**src/rtl/alu_logic_result_stage_pkg.sv**
```systemverilog
// -----------------------------------------------------------------------------
// CPU_package
// Shared CPU definitions used by the logic-unit result stage.
//   DATA_WIDTH          : datapath word width
//   enum_alu_opcode_t   : ALU opcode encoding (ALU_OP_AND is the all-zero code)
//   alu_result_entry_t  : one captured logic-unit result {opcode, data, flags}
//   CMP_EQ/CMP_GT/CMP_LT: one-hot compare flag encodings
//   is_logic_op()       : true for opcodes handled by the logic unit
// -----------------------------------------------------------------------------
package CPU_package;

  localparam int DATA_WIDTH = 8;

  typedef enum logic [3:0] {
    ALU_OP_AND = 4'd0,
    ALU_OP_OR  = 4'd1,
    ALU_OP_XOR = 4'd2,
    ALU_OP_NOT = 4'd3,
    ALU_OP_CPR = 4'd4,
    ALU_OP_ADD = 4'd5,
    ALU_OP_SUB = 4'd6,
    ALU_OP_SHL = 4'd7,
    ALU_OP_SHR = 4'd8
  } enum_alu_opcode_t;

  localparam logic [2:0] CMP_EQ = 3'b100;
  localparam logic [2:0] CMP_GT = 3'b010;
  localparam logic [2:0] CMP_LT = 3'b001;

  typedef struct packed {
    enum_alu_opcode_t        opcode;
    logic [DATA_WIDTH-1:0]   data;
    logic [2:0]              flags;
  } alu_result_entry_t;

  function automatic logic is_logic_op(input enum_alu_opcode_t op);
    logic r;
    case (op)
      ALU_OP_AND, ALU_OP_OR, ALU_OP_XOR, ALU_OP_NOT, ALU_OP_CPR: r = 1'b1;
      default:                                                   r = 1'b0;
    endcase
    return r;
  endfunction

endpackage

```
**src/rtl/alu_logic_result_stage_fifo.sv**
```systemverilog
// -----------------------------------------------------------------------------
// alu_result_fifo
// DEPTH-entry synchronous FIFO of alu_result_entry_t with a registered head.
// The head register always holds the entry at the read pointer while not empty,
// and keeps the last popped entry once the FIFO drains.
// Ports:
//   clk, rst  : clock, asynchronous active-high reset
//   i_push    : write i_entry (ignored when full)
//   i_entry   : entry to write
//   i_pop     : drop head entry (ignored when empty)
//   o_full    : occupancy == DEPTH
//   o_empty   : occupancy == 0
//   o_head    : registered head entry
// -----------------------------------------------------------------------------
import CPU_package::*;

module alu_result_fifo #(
  parameter int DEPTH = 2
) (
  input  logic              clk,
  input  logic              rst,
  input  logic              i_push,
  input  alu_result_entry_t i_entry,
  input  logic              i_pop,
  output logic              o_full,
  output logic              o_empty,
  output alu_result_entry_t o_head
);

  localparam int PW = $clog2(DEPTH);
  localparam int CW = PW + 1;
  localparam logic [PW-1:0] PTR_ONE   = PW'(1);
  localparam logic [CW-1:0] CNT_ZERO  = CW'(0);
  localparam logic [CW-1:0] CNT_ONE   = CW'(1);
  localparam logic [CW-1:0] CNT_DEPTH = CW'(DEPTH);

  alu_result_entry_t r_mem [DEPTH];
  logic [PW-1:0]     r_wr_ptr;
  logic [PW-1:0]     r_rd_ptr;
  logic [CW-1:0]     r_count;
  alu_result_entry_t r_head;

  logic              w_push;
  logic              w_pop;
  logic [PW-1:0]     w_rd_next;
  logic [CW-1:0]     w_count_next;
  alu_result_entry_t w_head_next;

  assign o_full  = (r_count == CNT_DEPTH);
  assign o_empty = (r_count == CNT_ZERO);
  assign o_head  = r_head;

  // Qualified push/pop, next pointers and occupancy
  always_comb begin
    w_push       = i_push && !o_full;
    w_pop        = i_pop && !o_empty;
    w_rd_next    = r_rd_ptr;
    w_count_next = r_count;
    if (w_pop) begin
      w_rd_next = r_rd_ptr + PTR_ONE;
    end else begin
      w_rd_next = r_rd_ptr;
    end
    case ({w_push, w_pop})
      2'b10:   w_count_next = r_count + CNT_ONE;
      2'b01:   w_count_next = r_count - CNT_ONE;
      default: w_count_next = r_count;
    endcase
  end

  // Next head: the incoming entry becomes head when nothing older remains
  // after this edge's pop; otherwise read the slot at the new read pointer.
  always_comb begin
    w_head_next = r_head;
    if (w_count_next == CNT_ZERO) begin
      w_head_next = r_head;
    end else if ((r_count == CNT_ZERO) || ((r_count == CNT_ONE) && w_pop)) begin
      w_head_next = i_entry;
    end else begin
      w_head_next = r_mem[w_rd_next];
    end
  end

  // Pointer, occupancy and head registers
  always_ff @(posedge clk or posedge rst) begin
    if (rst) begin
      r_wr_ptr <= '0;
      r_rd_ptr <= '0;
      r_count  <= CNT_ZERO;
      r_head   <= '0;
    end else begin
      if (w_push) begin
        r_wr_ptr <= r_wr_ptr + PTR_ONE;
      end
      r_rd_ptr <= w_rd_next;
      r_count  <= w_count_next;
      r_head   <= w_head_next;
    end
  end

  // Entry storage
  always_ff @(posedge clk or posedge rst) begin
    if (rst) begin
      for (int i = 0; i < DEPTH; i++) begin
        r_mem[i] <= '0;
      end
    end else if (w_push) begin
      r_mem[r_wr_ptr] <= i_entry;
    end
  end

endmodule

```
**src/rtl/alu_logic_result_stage.sv**
```systemverilog
// -----------------------------------------------------------------------------
// alu_logic_result_stage
// Registered stage behind the combinational logic unit. Logic-unit results are
// queued in a DEPTH-entry FIFO and offered to writeback over valid/ready.
// Non-logic opcodes are accepted and dropped. cmp_flags latches the compare
// flags whenever a CPR is pushed.
// Optional macro ALU_RESULT_STATS_EN adds parameter CNT_WIDTH and the
// saturating pushed-op counter output op_count.
// Ports:
//   clk, rst                     : clock, asynchronous active-high reset
//   in_valid/in_ready            : input handshake (in_ready = !full)
//   in_opcode, logic_out,
//   logic_out_flag               : logic-unit opcode, result and compare flags
//   out_valid/out_ready          : output handshake
//   out_opcode/out_data/out_flag : head entry (registered)
//   cmp_flags                    : compare status register
//   op_count                     : pushed logic-op count (stats build only)
// -----------------------------------------------------------------------------
import CPU_package::*;

module alu_logic_result_stage #(
  parameter int DEPTH = 2
`ifdef ALU_RESULT_STATS_EN
  , parameter int CNT_WIDTH = 16
`endif
) (
  input  logic                  clk,
  input  logic                  rst,
  input  logic                  in_valid,
  output logic                  in_ready,
  input  enum_alu_opcode_t      in_opcode,
  input  logic [DATA_WIDTH-1:0] logic_out,
  input  logic [2:0]            logic_out_flag,
  output logic                  out_valid,
  input  logic                  out_ready,
  output enum_alu_opcode_t      out_opcode,
  output logic [DATA_WIDTH-1:0] out_data,
  output logic [2:0]            out_flag,
  output logic [2:0]            cmp_flags
`ifdef ALU_RESULT_STATS_EN
  , output logic [CNT_WIDTH-1:0] op_count
`endif
);

  logic              w_full;
  logic              w_empty;
  logic              w_push;
  logic              w_pop;
  alu_result_entry_t w_entry;
  alu_result_entry_t w_head;
  logic [2:0]        r_cmp_flags;

  assign in_ready   = !w_full;
  assign out_valid  = !w_empty;
  assign out_opcode = w_head.opcode;
  assign out_data   = w_head.data;
  assign out_flag   = w_head.flags;
  assign cmp_flags  = r_cmp_flags;

  // Push filter and entry formatting; CPR carries flags only, others data only
  always_comb begin
    w_push  = in_valid && !w_full && is_logic_op(in_opcode);
    w_pop   = !w_empty && out_ready;
    w_entry = '0;
    w_entry.opcode = in_opcode;
    if (in_opcode == ALU_OP_CPR) begin
      w_entry.data  = '0;
      w_entry.flags = logic_out_flag;
    end else begin
      w_entry.data  = logic_out;
      w_entry.flags = 3'b000;
    end
  end

  alu_result_fifo #(
    .DEPTH (DEPTH)
  ) u_fifo (
    .clk     (clk),
    .rst     (rst),
    .i_push  (w_push),
    .i_entry (w_entry),
    .i_pop   (w_pop),
    .o_full  (w_full),
    .o_empty (w_empty),
    .o_head  (w_head)
  );

  // Compare status: loads at CPR push time, not when the entry is consumed
  always_ff @(posedge clk or posedge rst) begin
    if (rst) begin
      r_cmp_flags <= 3'b000;
    end else if (w_push && (in_opcode == ALU_OP_CPR)) begin
      r_cmp_flags <= logic_out_flag;
    end
  end

`ifdef ALU_RESULT_STATS_EN
  logic [CNT_WIDTH-1:0] r_op_count;
  assign op_count = r_op_count;

  // Saturating count of pushed logic ops
  always_ff @(posedge clk or posedge rst) begin
    if (rst) begin
      r_op_count <= '0;
    end else if (w_push && (r_op_count != {CNT_WIDTH{1'b1}})) begin
      r_op_count <= r_op_count + {{(CNT_WIDTH-1){1'b0}}, 1'b1};
    end
  end
`endif

endmodule

```
**config.mk**
```make
export PLATFORM = sky130hd
export DESIGN_NAME = alu_logic_result_stage
export DESIGN_NICKNAME = d
export VERILOG_FILES = /design/src/rtl/alu_logic_result_stage_pkg.sv /design/src/rtl/alu_logic_result_stage_fifo.sv /design/src/rtl/alu_logic_result_stage.sv
export SDC_FILE = /design/constraint.sdc
export NUM_CORES = 1
export LEC_CHECK = 0
export ABC_AREA = 1
export CAP_MARGIN = 10
export CORE_MARGIN = 2
export CORE_UTILIZATION = 25
export CTS_BUF_LIST = sky130_fd_sc_hd__clkbuf_8 sky130_fd_sc_hd__clkbuf_16
export DETAILED_ROUTE_END_ITERATION = 10
export GPL_ROUTABILITY_DRIVEN = 0
export PLACE_DENSITY = 0.46
export SYNTH_ARGS = -nofsm -noshare
export SYNTH_HDL_FRONTEND = slang
export SYNTH_SLANG_ARGS = --single-unit
```
**constraint.sdc**
```tcl
create_clock -name clk -period 2.52 [get_ports clk]
set_clock_uncertainty 0.15 [all_clocks]
set_input_delay 0.504 -clock clk [delete_from_list [all_inputs] [get_ports clk]]
set_output_delay 0.504 -clock clk [all_outputs]
set_load 0.05 [all_outputs]
```
==> Word level (Yosys, flattened, before mapping) <==
Index checks and enable logic that the tools add are counted.
{ "op_classes": {"n_addsub": 4, "n_lt_le_gt_ge": 3, "n_eq_ne": 8, "n_mux": 11, "bitwise": 2, "n_reduce_logical": 15} }
{ "ops": {"columns": ["operator", "count"], "rows": [
  ["15-bit 2-to-1 mux", 5],
  ["30-bit bitwise mux", 1],
  ["15-bit demux with 1-bit select", 1],
  ["11-bit 2-to-1 mux", 1],
  ["4-bit by 2-bit == test with 1-bit output, second input constant", 2],
  ["1-bit logical AND", 8],
  ["5-bit OR reduction", 1],
  ["2-bit by 1-bit == test with 1-bit output, second input constant", 2],
  ["2-bit == test, second input constant", 2],
  ["4-bit by 1-bit == test with 1-bit output, second input constant", 1],
  ["4-bit by 3-bit == test with 1-bit output, second input constant", 1],
  ["2-bit greater-or-equal comparator, second input constant", 2],
  ["2-bit logical NOT", 2],
  ["4-bit logical NOT", 1],
  ["1-bit NOT with 2-bit output", 2],
  ["2-bit case mux with 2 select lines", 1],
  ["1-bit adder, second input constant", 2],
  ["2-bit by 1-bit adder with 2-bit output, second input constant", 1],
  ["1-bit logical NOT", 2],
  ["2-bit by 1-bit < comparator with 1-bit output, second input constant", 1],
  ["1-bit 2-to-1 mux", 2],
  ["2-bit by 1-bit subtractor with 2-bit output, second input constant", 1],
  ["1-bit logical OR", 1]
]} }
{ "word_totals": {"regBits": 52, "input_bits": 19, "output_inout_bits": 20, "wordCells": 56} }

==> Longest topological paths before layout <==
{ "depth": {"depth_word": 10, "mapped_depth": 14} }

==> Modules after synthesis <==
From an unflattened synthesis, not the netlist that was laid out.
{ "unflattened": {"cells_unflattened": 382, "hier_area_um2": 2758.9} }
{ "modules_own_cells": {"columns": ["mod", "instances", "cells_per_inst", "area_each_um2", "seq_area_each_um2"], "rows": [
  ["alu_result_fifo", 1, 327, 2439.8, 1226.2],
  ["alu_logic_result_stage", 1, 55, 319.1, 75.1]
]} }

==> Worst setup path after synthesis <==
No wires, ideal clock.
{ "synth_timing": {"kind": "reg2reg", "from": "register u_fifo.r_count[0]", "to": "register u_fifo.r_head, in the netlist u_fifo.o_head[2]", "setup_ns": 0.118, "t_arrival_ns": 1.808, "t_required_ns": 2.252, "setup_slack_ns": 0.444, "path_stages_with_launch": 14, "n_path_buf": 1, "period_less_slack_ns": 2.076, "cell_sequence": "dfrtp_1 inv_1 ha_1 inv_2 nand2_4 nor2_4 nand2_4 nand3b_1 nand2_2 nor2_8 nand2_4 buf_6 nand2_1 nand2_1"} }
{ "synth_lines": {"columns": ["element", "line_no", "text"], "rows": [
  ["from (decl)", "alu_logic_result_stage_fifo.sv:40", "logic [CW-1:0] r_count;"],
  ["from (signal assigned)", "alu_logic_result_stage_fifo.sv:96", "r_count <= w_count_next;"],
  ["2-bit == test (*)", "alu_logic_result_stage_fifo.sv:49", "assign o_full = (r_count == CNT_DEPTH);"],
  ["1-bit logical NOT (*)", null, null],
  ["via in_ready", "alu_logic_result_stage.sv:30", "output logic in_ready,"],
  ["1-bit logical AND (2 in a row)", "alu_logic_result_stage.sv:62", "w_push = in_valid && !w_full && is_logic_op(in_opcode);"],
  ["1-bit logical AND (*)", "alu_logic_result_stage_fifo.sv:55", "w_push = i_push && !o_full;"],
  ["2-bit by 1-bit == test with 1-bit output / 2-bit == test (equally long branches)", "alu_logic_result_stage_fifo.sv:64", "case ({w_push, w_pop})"],
  ["2-bit case mux with 2 select lines (*)", "alu_logic_result_stage_fifo.sv:64", null],
  ["2-bit logical NOT (*)", "alu_logic_result_stage_fifo.sv:75", "if (w_count_next == CNT_ZERO) begin"],
  ["to (signal assigned)", "alu_logic_result_stage_fifo.sv:97", "r_head <= w_head_next;"],
  ["to (decl)", "alu_logic_result_stage_fifo.sv:41", "alu_result_entry_t r_head;"]
]} }
The timed path passes the listed nets; every way through them passes the cells marked *. The select of a mux whose other input is x is not followed.
A chain may end at the register's enable or synchronous reset.

==> Worst setup path in the final report <==
{ "layout_timing": {"from": "register u_fifo.r_head, in the netlist u_fifo.o_head[1]", "to": "output out_flag[1]"} }
{ "layout_lines": {"columns": ["element", "line_no", "text"], "rows": [
  ["to (decl)", "alu_logic_result_stage.sv:38", "output logic [2:0] out_flag,"]
]} }
No word-level cell between the ends.

==> impl_metrics.tcl <==
set metrics [dict create \
    setup_tns_ps 0 \
    die_width_um 105 \
    path_clk_slew_ps 90 \
    ant_nets 0 \
    crit_type "register to output pin" \
    r2r_cells 12 \
    drc 0 \
    critPathRequiredTime_ps 1870 \
    dr_total_vias 2167 \
    drive_gt1_share_pct 11.7 \
    clk_latency_ps 300 \
    first_iter_violations 180 \
    grt.overflow.total 0 \
    worstSetupEndpointType "output pin" \
    max_stage_delay_ps 830 \
    portBuffers 38 \
    post-cts-setup-buffers 0 \
    grtUsageTotal_pct 12.8 \
    routed_wl_mm 6.61 \
    min_path_cells 2 \
    rsz0062_at_grt "no" \
    yosysSeqAreaShare_pct 51.2 \
    setup_violations 0 \
    path_buf_inv 1 \
    powerDensity_nw_per_um2 1320 \
    antenna_found_initial 0 \
    die_h_um 105 \
    crit_slowest_cell "clkdlybuf4s50_1" \
    arrival_ps 1560 \
    cap_violations 0 \
    max_freq_ghz 0.452 \
    num-nets-final 387 \
    ys.warnings.count 0 \
    worstHoldPathType "register to register" \
    finalHoldViolations 0 \
    period_share_pct 87.8 \
    cts-root-buf "clkbuf_8" \
    clock-sinks 52 \
    placementRows 36 \
    path_max_fanout 2 \
    cts.repair.resized 0 \
    dpl.hpwl_mm 4.80 \
    grt_pass1_vias 2098 \
    cts-buffers-inserted 5 \
    crit_chain "clkdlybuf4s50_1" \
    netlist_instances 322 \
    synth_area_per_cell_um2 7.89 \
    dr.pass1.iters 4 \
    worstMarginPinSlew_ps 667 \
    fp.coreArea_um2 9820 \
    start_util_pct 25.9 \
    final_util_pct 32.7 \
    crit_cells 1 \
    cts_tree "done" \
    p_leak_nw 1.60 \
    num_antenna_cells 0 \
    synth_seq_cells 52 \
    synth.distinct_cells 24 \
    mostFrequentLayoutCell "nand2_1" \
    post_drt_wl_per_cell_um 13.2 \
    syn_area_um2 2540 \
    final_cell_mix "122 x nand2_1, 52 x dfrtp_1, 36 x clkdlybuf4s50_1, 22 x nor2_1, 21 x inv_1" \
    dieArea_um2 11000 \
    status "completed" \
    slew_viol_final 0 \
    grt_max_degree 40 \
    via_per_inst 4.34 \
    synth_nets 344 \
    h-tree-depth 2 \
    area_delta_synth_final_pct 26.5 \
    io_pins 39 \
    fin_crit_ps 2210 \
    cts_hold_buf 0 \
    start_kind "register" \
    grt_pass1_wl_mm 11.2 \
    cts_buffer_depth 2 \
    path_delay_family "buffers and inverters" \
    irDropWorstVdd_v 0.000375 \
    slew_headroom_pct 55.5 \
]
## synthesized netlist by cell type
cell / number / area [µm²]
a21oi_1: 17 / 85.1
dfrtp_1: 52 / 1300
buf_2: 6 / 30.0
o21ai_1: 11 / 55.1
buf_1: 1 / 3.75
nor2_2: 2 / 12.5
nor2_8: 1 / 20.0
buf_6: 1 / 11.3
nor2_4: 3 / 33.8
o21ai_2: 1 / 8.76
o21ai_0: 14 / 70.1
nand3b_1: 1 / 7.51
nand2_2: 4 / 25.0
ha_1: 3 / 37.5
nand3_1: 19 / 95.1
inv_1: 22 / 82.6
nand4_1: 1 / 6.26
clkbuf_1: 4 / 15.0
inv_2: 6 / 22.5
nand2_4: 4 / 45.0
nor2_1: 22 / 82.6
buf_4: 1 / 7.51
o22ai_1: 4 / 25.0
nand2_1: 122 / 458
## final timing paths
kind / start / to / slack [ps]
min in group asynchronous: rst / u_fifo.r_count[0] / 330
worst max register to register: u_fifo.r_count[0] / u_fifo.o_head[1] / 450
worst max-delay path: u_fifo.o_head[1] / out_flag[1] / 310
max in group asynchronous: rst / cmp_flags[2] / 1370
worst min-delay path: u_fifo.r_mem[29] / u_fifo.r_mem[29] / 320
worst min register to register: u_fifo.r_mem[29] / u_fifo.r_mem[29] / 320
## routing by layer
layer,vias up,global-route usage [%],part of all wire (%)
met5,-,0,0
li1,1095,-,-
met3,2,2.31,3.7
met1,1025,18.1,52
met4,0,3.62,0.44
met2,45,20.0,44
## metrics by stage
stage                     instance area [µm²]  setup WS [ps]  total power [mW]  hold WS (ps)  instances
final                                    3220            306              4.24           320        499
after global routing                     3220            259              4.60           338        499
after CTS                                3220            287              4.29           323        499
after detailed placement                 3120            161              3.77           297        491
after global placement                   3120            181              3.76           296        491
after floorplan                          2540            444              3.02           281        322
## power breakdown
part           switching, mW  total, mW  internal (mW)
Clock                  0.278      0.498          0.220
Sequential             0.191       1.38           1.18
Combinational           1.57       2.36          0.795
Total                   2.04       4.24           2.20
## sequential cells by signal, indices dropped and copies added, names as in the netlist
signal           count
u_fifo.r_mem        30
u_fifo.o_head       15
cmp_flags            3
u_fifo.r_count       2
u_fifo.r_rd_ptr      1
u_fifo.r_wr_ptr      1
## layout make-up
class,instances,area [µm²]
clock inverter,2,10.0
multi-input combinational,229,1070
fill,1083,6600
inverter,28,105
sequential,52,1300
clock buffer,6,82.6
timing repair buffer,49,483
tap,133,166
## logic make-up after synthesis
| family | after synthesis | share of synthesized area, % |
|---|---|---|
| AND/OR/NAND/NOR | 179 | 30.9 |
| flip-flops | 52 | 51.2 |
| AO/OA/AOI/OAI | 47 | 9.60 |
| buffers and inverters | 41 | 6.79 |
| adder cells (fa/ha/maj) | 3 | 1.48 |
(Power assumes the default switching activity.)
